==> src/rtl/mem_port_arbiter_if.sv <==
// Request/grant/response bundle between the three memory requesters,
// the unified RAM and mem_port_arbiter.
interface mem_port_arbiter_if #(
  parameter int ADDR_W = 12
);
  logic              ld_req;
  logic              ld_we;
  logic [ADDR_W-1:0] ld_addr;
  logic [31:0]       ld_wdata;
  logic [3:0]        ld_be;
  logic              ld_gnt;
  logic              ld_rvalid;

  logic              d_req;
  logic              d_we;
  logic [ADDR_W-1:0] d_addr;
  logic [31:0]       d_wdata;
  logic [3:0]        d_be;
  logic              d_gnt;
  logic              d_rvalid;

  logic              i_req;
  logic [ADDR_W-1:0] i_addr;
  logic              i_gnt;
  logic              i_rvalid;

  logic [31:0]       rsp_rdata;
  logic              rsp_err;

  logic              mem_en;
  logic              mem_we;
  logic [3:0]        mem_be;
  logic [ADDR_W-1:0] mem_addr;
  logic [31:0]       mem_wdata;
  logic [31:0]       mem_rdata;

  modport slave (
    input  ld_req, ld_we, ld_addr, ld_wdata, ld_be,
    output ld_gnt, ld_rvalid,
    input  d_req, d_we, d_addr, d_wdata, d_be,
    output d_gnt, d_rvalid,
    input  i_req, i_addr,
    output i_gnt, i_rvalid,
    output rsp_rdata, rsp_err,
    output mem_en, mem_we, mem_be, mem_addr, mem_wdata,
    input  mem_rdata
  );

  modport master (
    output ld_req, ld_we, ld_addr, ld_wdata, ld_be,
    input  ld_gnt, ld_rvalid,
    output d_req, d_we, d_addr, d_wdata, d_be,
    input  d_gnt, d_rvalid,
    output i_req, i_addr,
    input  i_gnt, i_rvalid,
    input  rsp_rdata, rsp_err,
    input  mem_en, mem_we, mem_be, mem_addr, mem_wdata,
    output mem_rdata
  );
endinterface

==> src/rtl/mem_port_arbiter.sv <==
// Single-port unified memory arbiter: loader > data > fetch, with a
// starvation override for fetch and error responses for bad addresses.
module mem_port_arbiter #(
  parameter int MEM_WORDS    = 4096,
  parameter int ADDR_W       = 12,
  parameter int STARVE_LIMIT = 4
) (
  input logic               clk,
  input logic               rst_n,
  mem_port_arbiter_if.slave bus
);

  localparam int CW = $clog2(STARVE_LIMIT + 1);
  localparam logic [ADDR_W:0] LIM_A = (ADDR_W + 1)'(MEM_WORDS);
  localparam logic [CW-1:0]   LIM_S = CW'(STARVE_LIMIT);

  typedef enum logic [1:0] {
    OWN_NONE,
    OWN_LD,
    OWN_D,
    OWN_I
  } owner_e;

  owner_e            win;
  owner_e            owner_q;
  logic              err_q;
  logic [CW-1:0]     starve_q;
  logic              force_i;
  logic              addr_ok;
  logic              sel_we;
  logic [3:0]        sel_be;
  logic [ADDR_W-1:0] sel_addr;
  logic [31:0]       sel_wdata;

  assign force_i = bus.i_req && (starve_q == LIM_S);

  // Conditions are written mutually exclusive so the decoder stays one-hot.
  always_comb begin
    win = OWN_NONE;
    unique case (1'b1)
      rst_n && bus.ld_req:
        win = OWN_LD;
      rst_n && !bus.ld_req && bus.d_req && !force_i:
        win = OWN_D;
      rst_n && !bus.ld_req && bus.i_req && (!bus.d_req || force_i):
        win = OWN_I;
      default:
        win = OWN_NONE;
    endcase
  end

  always_comb begin
    sel_we    = 1'b0;
    sel_be    = 4'h0;
    sel_addr  = '0;
    sel_wdata = 32'h0;
    case (win)
      OWN_LD: begin
        sel_we    = bus.ld_we;
        sel_be    = bus.ld_be;
        sel_addr  = bus.ld_addr;
        sel_wdata = bus.ld_wdata;
      end
      OWN_D: begin
        sel_we    = bus.d_we;
        sel_be    = bus.d_be;
        sel_addr  = bus.d_addr;
        sel_wdata = bus.d_wdata;
      end
      OWN_I: begin
        sel_be   = 4'hF;
        sel_addr = bus.i_addr;
      end
      default: ;
    endcase
  end

  assign addr_ok = ({1'b0, sel_addr} < LIM_A);

  assign bus.ld_gnt    = (win == OWN_LD);
  assign bus.d_gnt     = (win == OWN_D);
  assign bus.i_gnt     = (win == OWN_I);

  assign bus.mem_en    = (win != OWN_NONE) && addr_ok;
  assign bus.mem_we    = sel_we;
  assign bus.mem_be    = sel_be;
  assign bus.mem_addr  = sel_addr;
  assign bus.mem_wdata = sel_wdata;

  always_ff @(posedge clk or negedge rst_n) begin
    if (!rst_n) begin
      owner_q  <= OWN_NONE;
      err_q    <= 1'b0;
      starve_q <= '0;
    end else begin
      owner_q <= win;
      err_q   <= (win != OWN_NONE) && !addr_ok;
      if (bus.i_req && (win != OWN_I)) begin
        if (starve_q != LIM_S)
          starve_q <= starve_q + 1'b1;
      end else begin
        starve_q <= '0;
      end
    end
  end

  assign bus.ld_rvalid = (owner_q == OWN_LD);
  assign bus.d_rvalid  = (owner_q == OWN_D);
  assign bus.i_rvalid  = (owner_q == OWN_I);

  assign bus.rsp_err   = (owner_q != OWN_NONE) && err_q;
  assign bus.rsp_rdata = ((owner_q != OWN_NONE) && !err_q)
                         ? bus.mem_rdata : 32'h0;

endmodule

==> src/flat_wrapper.sv <==
// flat-port wrapper written by rule: the top's interface ports become plain ports
module mem_port_arbiter_flat 
#(
  parameter int MEM_WORDS    = 4096,
  parameter int ADDR_W       = 12,
  parameter int STARVE_LIMIT = 4
)
  (clk, rst_n, bus_ld_req, bus_ld_we, bus_ld_addr, bus_ld_wdata, bus_ld_be, bus_ld_gnt, bus_ld_rvalid, bus_d_req, bus_d_we, bus_d_addr, bus_d_wdata, bus_d_be, bus_d_gnt, bus_d_rvalid, bus_i_req, bus_i_addr, bus_i_gnt, bus_i_rvalid, bus_rsp_rdata, bus_rsp_err, bus_mem_en, bus_mem_we, bus_mem_be, bus_mem_addr, bus_mem_wdata, bus_mem_rdata);
  mem_port_arbiter_if #(.ADDR_W(ADDR_W)) bus_i ();
  input logic clk;
  input logic rst_n;
  input wire logic [$bits(bus_i.ld_req)-1:0] bus_ld_req;
  input wire logic [$bits(bus_i.ld_we)-1:0] bus_ld_we;
  input wire logic [$bits(bus_i.ld_addr)-1:0] bus_ld_addr;
  input wire logic [$bits(bus_i.ld_wdata)-1:0] bus_ld_wdata;
  input wire logic [$bits(bus_i.ld_be)-1:0] bus_ld_be;
  output wire logic [$bits(bus_i.ld_gnt)-1:0] bus_ld_gnt;
  output wire logic [$bits(bus_i.ld_rvalid)-1:0] bus_ld_rvalid;
  input wire logic [$bits(bus_i.d_req)-1:0] bus_d_req;
  input wire logic [$bits(bus_i.d_we)-1:0] bus_d_we;
  input wire logic [$bits(bus_i.d_addr)-1:0] bus_d_addr;
  input wire logic [$bits(bus_i.d_wdata)-1:0] bus_d_wdata;
  input wire logic [$bits(bus_i.d_be)-1:0] bus_d_be;
  output wire logic [$bits(bus_i.d_gnt)-1:0] bus_d_gnt;
  output wire logic [$bits(bus_i.d_rvalid)-1:0] bus_d_rvalid;
  input wire logic [$bits(bus_i.i_req)-1:0] bus_i_req;
  input wire logic [$bits(bus_i.i_addr)-1:0] bus_i_addr;
  output wire logic [$bits(bus_i.i_gnt)-1:0] bus_i_gnt;
  output wire logic [$bits(bus_i.i_rvalid)-1:0] bus_i_rvalid;
  output wire logic [$bits(bus_i.rsp_rdata)-1:0] bus_rsp_rdata;
  output wire logic [$bits(bus_i.rsp_err)-1:0] bus_rsp_err;
  output wire logic [$bits(bus_i.mem_en)-1:0] bus_mem_en;
  output wire logic [$bits(bus_i.mem_we)-1:0] bus_mem_we;
  output wire logic [$bits(bus_i.mem_be)-1:0] bus_mem_be;
  output wire logic [$bits(bus_i.mem_addr)-1:0] bus_mem_addr;
  output wire logic [$bits(bus_i.mem_wdata)-1:0] bus_mem_wdata;
  input wire logic [$bits(bus_i.mem_rdata)-1:0] bus_mem_rdata;
  assign bus_i.ld_req = bus_ld_req;
  assign bus_i.ld_we = bus_ld_we;
  assign bus_i.ld_addr = bus_ld_addr;
  assign bus_i.ld_wdata = bus_ld_wdata;
  assign bus_i.ld_be = bus_ld_be;
  assign bus_ld_gnt = bus_i.ld_gnt;
  assign bus_ld_rvalid = bus_i.ld_rvalid;
  assign bus_i.d_req = bus_d_req;
  assign bus_i.d_we = bus_d_we;
  assign bus_i.d_addr = bus_d_addr;
  assign bus_i.d_wdata = bus_d_wdata;
  assign bus_i.d_be = bus_d_be;
  assign bus_d_gnt = bus_i.d_gnt;
  assign bus_d_rvalid = bus_i.d_rvalid;
  assign bus_i.i_req = bus_i_req;
  assign bus_i.i_addr = bus_i_addr;
  assign bus_i_gnt = bus_i.i_gnt;
  assign bus_i_rvalid = bus_i.i_rvalid;
  assign bus_rsp_rdata = bus_i.rsp_rdata;
  assign bus_rsp_err = bus_i.rsp_err;
  assign bus_mem_en = bus_i.mem_en;
  assign bus_mem_we = bus_i.mem_we;
  assign bus_mem_be = bus_i.mem_be;
  assign bus_mem_addr = bus_i.mem_addr;
  assign bus_mem_wdata = bus_i.mem_wdata;
  assign bus_i.mem_rdata = bus_mem_rdata;
  mem_port_arbiter #(.MEM_WORDS(MEM_WORDS), .ADDR_W(ADDR_W), .STARVE_LIMIT(STARVE_LIMIT)) u_core (.clk(clk), .rst_n(rst_n), .bus(bus_i));
endmodule
==> config.mk <==
export PLATFORM = sky130hd
export DESIGN_NAME = mem_port_arbiter_flat
export DESIGN_NICKNAME = d
export VERILOG_FILES = /design/src/rtl/mem_port_arbiter_if.sv /design/src/rtl/mem_port_arbiter.sv /design/src/flat_wrapper.sv
export SDC_FILE = /design/constraint.sdc
export NUM_CORES = 1
export LEC_CHECK = 0
export ABC_AREA = 1
export CAP_MARGIN = 20
export CORE_ASPECT_RATIO = 0.75
export CORE_MARGIN = 10
export CORE_UTILIZATION = 21
export DETAILED_ROUTE_END_ITERATION = 8
export PLACE_DENSITY_LB_ADDON = 0.1
export SYNTH_ARGS = -nofsm -noshare
export SYNTH_HDL_FRONTEND = slang
export SYNTH_SLANG_ARGS = --single-unit
==> constraint.sdc <==
create_clock -name clk -period 2.4 [get_ports clk]
set_input_delay 0.6 -clock clk [delete_from_list [all_inputs] [get_ports clk]]
set_output_delay 0.6 -clock clk [all_outputs]
set_load 0.005 [all_outputs]
==> metrics.csv, run 1 <==
metric,value,unit
Core ar.,6900,um^2
grt ovf,0,
IO buf count,234,
Mapped Area,1510,um^2
setup ws final,-160,ps
worst skew pair latency,220,ps
remaining antenna violation count,0,
syn avg cell area,4.59,um^2
Max Cap Viol,0,
Fmax,0.391,GHz
full die area,11000,um^2
cells after synthesis,330,
CTS clock-pin slew for the worst setup and hold paths,40,ps
CTS Sinks,5,
most frequent cells in the layout,"177 x clkdlybuf4s50_1, 87 x nand2_1, 53 x inv_1, 53 x buf_2, 38 x nor2_1",
max-slew violation count,0,
via count,3044,
Setup-failing EPs final,49,
DP Cell Count,664,
"most common cell after layout, fill and taps aside",clkdlybuf4s50_1,
Power Density,238,nW/um^2
post-synthesis sequential area ratio,8.26,%
Rows,26,
maximum fanout along the worst path,8,
cts bufs inserted,3,
Tot GR Track Use,19.6,%
clk buf depth,2,
Tcrit/Tclk final,107,%
# hold bufs at CTS,0,
WL final,12300,um
Synth area leaders,"nand2_1 35%, inv_1 15%, a21oi_1 11%",
CP peak stage delay,380,ps
status,"finished, violations left",
Seq cells post-synth,5,
CP startpoint,u_core.starve_q[0]$_DFFE_PN0P_,
io pins,236,
hpwl dp,8870,um
number of remaining DRC errors,0,
Leakage,2.53,nW
"delay-heaviest family, CP",adder cells,
worst vdd ir,0.199,mV
arrival time at the worst endpoint,1960,ps
critical path type,flop to output pin,
fraction of layout cells with a size suffix above 1,38.0,%
fin crit period,2560,ps
Clock Skews,2.45,ps
fillers,577,
Yosys top cell by area,nand2_1,
FF-to-FF Start,u_core.starve_q[0]$_DFFE_PN0P_,
"Cell Count, Final, Fillers Out",699,
Area Overhead vs Synth,226,%
crit path cell chain,inv_2 > ha_4 > nand2_2 > nand2_1 > nand2_1 > nand2_2 > nand2_4 > ha_4 > inv_8 > clkbuf_16 > a21oi_2 > buf_2,
Hold WC Path Type,input port to async pin,
fin util,71.6,%
Initial Util,22.0,%
first-pass GRT wire length,17400,um
drt first-iter violations,115,
flop2flop setup slack,330,ps
WP buf/inv,4,
initial antenna violation count,0,
drt wl/cell,17.6,um
slowest CP cell,dfrtp_1,
startpoint types,flop,
Crit path required time,1800,ps
Synth Net Count,485,
CTS Root Cell,clkbuf_8,
vias per std cell,4.35,
CTS tree,built,
CP endpoint kind,output pin,
vias in the first global route,3090,
height of the chip,93.5,um
CTS H-tree depth,1,
final hold viol count,0,
failing checks,negative setup slack,
RePlAce Congestion,0.806,
DIE WIDTH,118,um
largest net degree at the start of global routing,33,
yosys warns,0,
Synth cell types,14,
top-area cell type share of the netlist area,35.2,%
DR pass1 iterations,4,
nets@finish,756,
RSZ-0062 raised after global routing,true,
power breakdown:
group | switching, mW | internal, mW | leakage (nW)
Clock | 0.0460 | 0.114 | 0.0228
Sequential | 0.00664 | 0.0926 | 0.0654
Combinational | 0.364 | 0.553 | 2.44
cells by family after synthesis:
kind of cell / Yosys count / share of synthesized area, %
other cells: 1 / 0.248
buf+inv: 79 / 21.6
compound gates: 34 / 11.2
flops: 5 / 8.26
simple gates: 203 / 52.1
fa+ha+maj: 8 / 6.61
sequential cells by signal, summed over array words and instances, names as in the netlist:
signal / flops
u_core.starve_q: 3
u_core.owner_q: 2
worst reg2reg max path, stage by stage, from the launching register on:
cell     delay, ps
dfrtp_1        380
inv_2           90
ha_4           150
nand3_2         50
nand2_1         70
nand2_1         60
nand2_2        110
buf_6          130
buf_6          100
ha_4           170
inv_6           60
buf_4          130
buf_4          120
buf_4          120
nand2_1         60
nor2_1          50
nand2_1         60
nand2_1         50
per-layer routing:
| metal | up-vias | wire length, um | track usage, % |
|---|---|---|---|
| li1 | 1520 | - | - |
| met3 | 8 | 1100 | 7.15 |
| met1 | 1364 | 4660 | 20.8 |
| met4 | 0 | 119 | 4.00 |
| met2 | 152 | 6450 | 37.0 |
| met5 | - | 0 | 0 |
area by class of cell:
cell class / count / area, um^2 / area share (%)
Sequential cell: 5 / 125 / 2.53
Inverter: 60 / 243 / 4.92
Clock buffer: 4 / 45.0 / 0.912
Tap cell: 98 / 123 / 2.48
Antenna cell: 1 / 2.50 / 0.0507
Timing Repair Buffer: 285 / 2800 / 56.7
Multi-Input combinational cell: 246 / 1600 / 32.4
per-stage QoR:
step	TNS [ps]	area [um^2]	hold WS (ps)	setup WS (ps)	total power, mW
floorplan	0	1510	304	11.1	0.298
global placement	-42350	4130	551	-840	0.792
detailed placement	-44060	4130	565	-883	0.802
CTS	-5960	4580	296	-204	1.10
global route	-10910	4930	297	-260	1.26
finish	-5880	4940	295	-160	1.18
path summary, 6_finish.rpt:
path | to | depth (start not counted)
max | bus_mem_wdata[23] | 12
min in group clk | u_core.starve_q[1]$_DFFE_PN0P_ | 3
min reg2reg | u_core.starve_q[1]$_DFFE_PN0P_ | 3
max reg2reg | u_core.starve_q[1]$_DFFE_PN0P_ | 17
min | u_core.starve_q[2]$_DFFE_PN0P_ | 2
max in group asynchronous | u_core.owner_q[0]$_DFF_PN0_ | 3
cell usage after synthesis:
library cell  count
clkinv_1          1
inv_1            59
and3_1            1
nor2_1           41
conb_1            1
buf_2            12
a21oi_1          33
o21ai_0           1
buf_1             3
ha_1              8
buf_4             4
dfrtp_1           5
nand3_1          19
nand2_1         142
timing repair:
item / in CTS / in global routing
pin swaps: 18 / 40
setup endpoints to repair: 53 / 53
buffers inserted: 19 / 4
gates resized for setup: 301 / 101
cloned: 8 / 4
No activity file was read; power rests on OpenSTA's default activity.
==> run 2: changes to the inputs <==
Settings changed: CORE_UTILIZATION 21 to 23.
Clock period 2.4 ns to 2.41 ns, I/O delays scaled along.
==> metrics.csv, run 2 (same netlist as run 1, synthesis figures left out) <==
metric,value,unit
Tcrit/Tclk final,112,%
largest net degree at the start of global routing,33,
IO buf count,234,
Leakage,2.51,nW
vias in the first global route,3196,
nets@finish,756,
height of the chip,90.3,um
ANT cells,0,
# hold bufs at CTS,0,
remaining antenna violation count,0,
max-slew violation count,0,
DP Area,4090,um^2
drt wl/cell,18.2,um
cell area after layout,4860,um^2
Setup-failing EPs final,50,
total chip power,1.15,mW
Max Cap Viol,0,
setup TNS,-10490,ps
Hold Slack,321,ps
hpwl dp,8960,um
fraction of layout cells with a size suffix above 1,38.0,%
crit path cell chain,clkdlybuf4s15_2 > nor2_1 > nor2_2 > inv_1 > ha_4 > buf_12 > buf_12 > buf_12 > nand2_4 > a21oi_2 > buf_2,
startpoint types,input port,
CP endpoint kind,output pin,
Initial Util,23.8,%
first-pass GRT wire length,17900,um
DR pass1 iterations,4,
number of remaining DRC errors,0,
drt first-iter violations,147,
most frequent cells in the layout,"176 x clkdlybuf4s50_1, 84 x nand2_1, 54 x inv_1",
grt ovf,0,
Largest Register,u_core.starve_q,
setup ws final,-284,ps
status,"finished, violations left",
io pins,236,
CTS clock-pin slew for the worst setup and hold paths,40,ps
Tot GR Track Use,21.3,%
WL final,12400,um
Power Density,236,nW/um^2
Rows,25,
worst skew pair latency,220,ps
full die area,10300,um^2
biggest registers after layout,"u_core.starve_q (3), u_core.owner_q (2)",
Hold WC Path Type,input port to async pin,
r2r endpoint,u_core.starve_q[0]$_DFFE_PN0P_,
slowest CP cell,clkdlybuf4s15_2,
CTS H-tree depth,1,
"most common cell after layout, fill and taps aside",clkdlybuf4s50_1,
maximum fanout along the worst path,8,
R2R depth,16,
CTS tree,built,
initial antenna violation count,0,
RePlAce Congestion,0.811,
CTS Sinks,5,
Crit path required time,1810,ps
"Cell Count, Final, Fillers Out",681,
worst vdd ir,0.310,mV
Fmax,0.371,GHz
DP Cell Count,648,
CP peak stage delay,210,ps
failing checks,negative setup slack,
arrival time at the worst endpoint,2090,ps
FF-to-FF Start,u_core.starve_q[1]$_DFFE_PN0P_,
RSZ-0062 raised after global routing,true,
via count,3073,
flop2flop setup slack,470,ps
clk buf depth,2,
cts bufs inserted,3,
Core ar.,6350,um^2
final hold viol count,0,
DIE WIDTH,114,um
"Top cell by count, worst path",buf_12,
vias per std cell,4.51,
max reg flops,3,
CTS Root Cell,clkbuf_8,
Area Overhead vs Synth,221,%
fin crit period,2690,ps
critical path type,input port to output pin,
Clock Skews,1.60,ps
[run 2: how the worst max path moves through the flow]
stage / startpoint / end / cells past startpoint
after global routing: bus_d_req / bus_mem_wdata[27] / 11
after detailed placement: bus_i_req / bus_mem_wdata[27] / 9
after floorplan: bus_ld_req / bus_mem_wdata[0] / 8
after CTS: u_core.starve_q[1]$_DFFE_PN0P_ / bus_mem_addr[9] / 14
final: bus_d_req / bus_mem_wdata[27] / 11
after global placement: bus_i_req / bus_mem_wdata[27] / 9
[run 2: per-layer routing]
layer	up-vias	global-route usage (%)	routed length, um
li1	1513	-	-
met3	10	6.31	1050
met1	1405	22.3	4430
met2	145	41.8	6830
met5	-	0	0
met4	0	1.79	99
[run 2: per-stage QoR]
stage                     setup slack [ps]  utilization, %
after floorplan                       16.1               -
after global placement                -856            64.4
after detailed placement              -880            64.4
after CTS                             -212            74.0
after global routing                  -393            76.6
final                                 -284            76.6
[run 2: power by group]
group | switching, mW | internal (mW) | total [mW] | leakage (nW)
combinational | 0.359 | 0.534 | 0.893 | 2.42
clock | 0.0429 | 0.114 | 0.157 | 0.0228
sequential | 0.00681 | 0.0923 | 0.0991 | 0.0654
[run 2: cell type report]
type                       count  area [um^2]
clock buffer                   4         45.0
multi-input combinational    246         1600
fill                         470         1490
sequential                     5          125
tap                           81          101
inverter                      60          235
timing repair buffer         285         2760
[run 2: timing repair]
action | CTS | global route
resized for setup | 350 | 64
gates cloned | 9 | 0
pin swaps | 51 | 20
setup endpoints to repair | 53 | 54
buffers inserted | 15 | 9
[run 2: worst max-delay path: cells and delay by family]
family	cells	cell delay, ps
AO/OA/AOI/OAI	1	120
buffers and inverters	6	900
adder cells (fa/ha/maj)	1	200
AND/OR/NAND/NOR	3	270
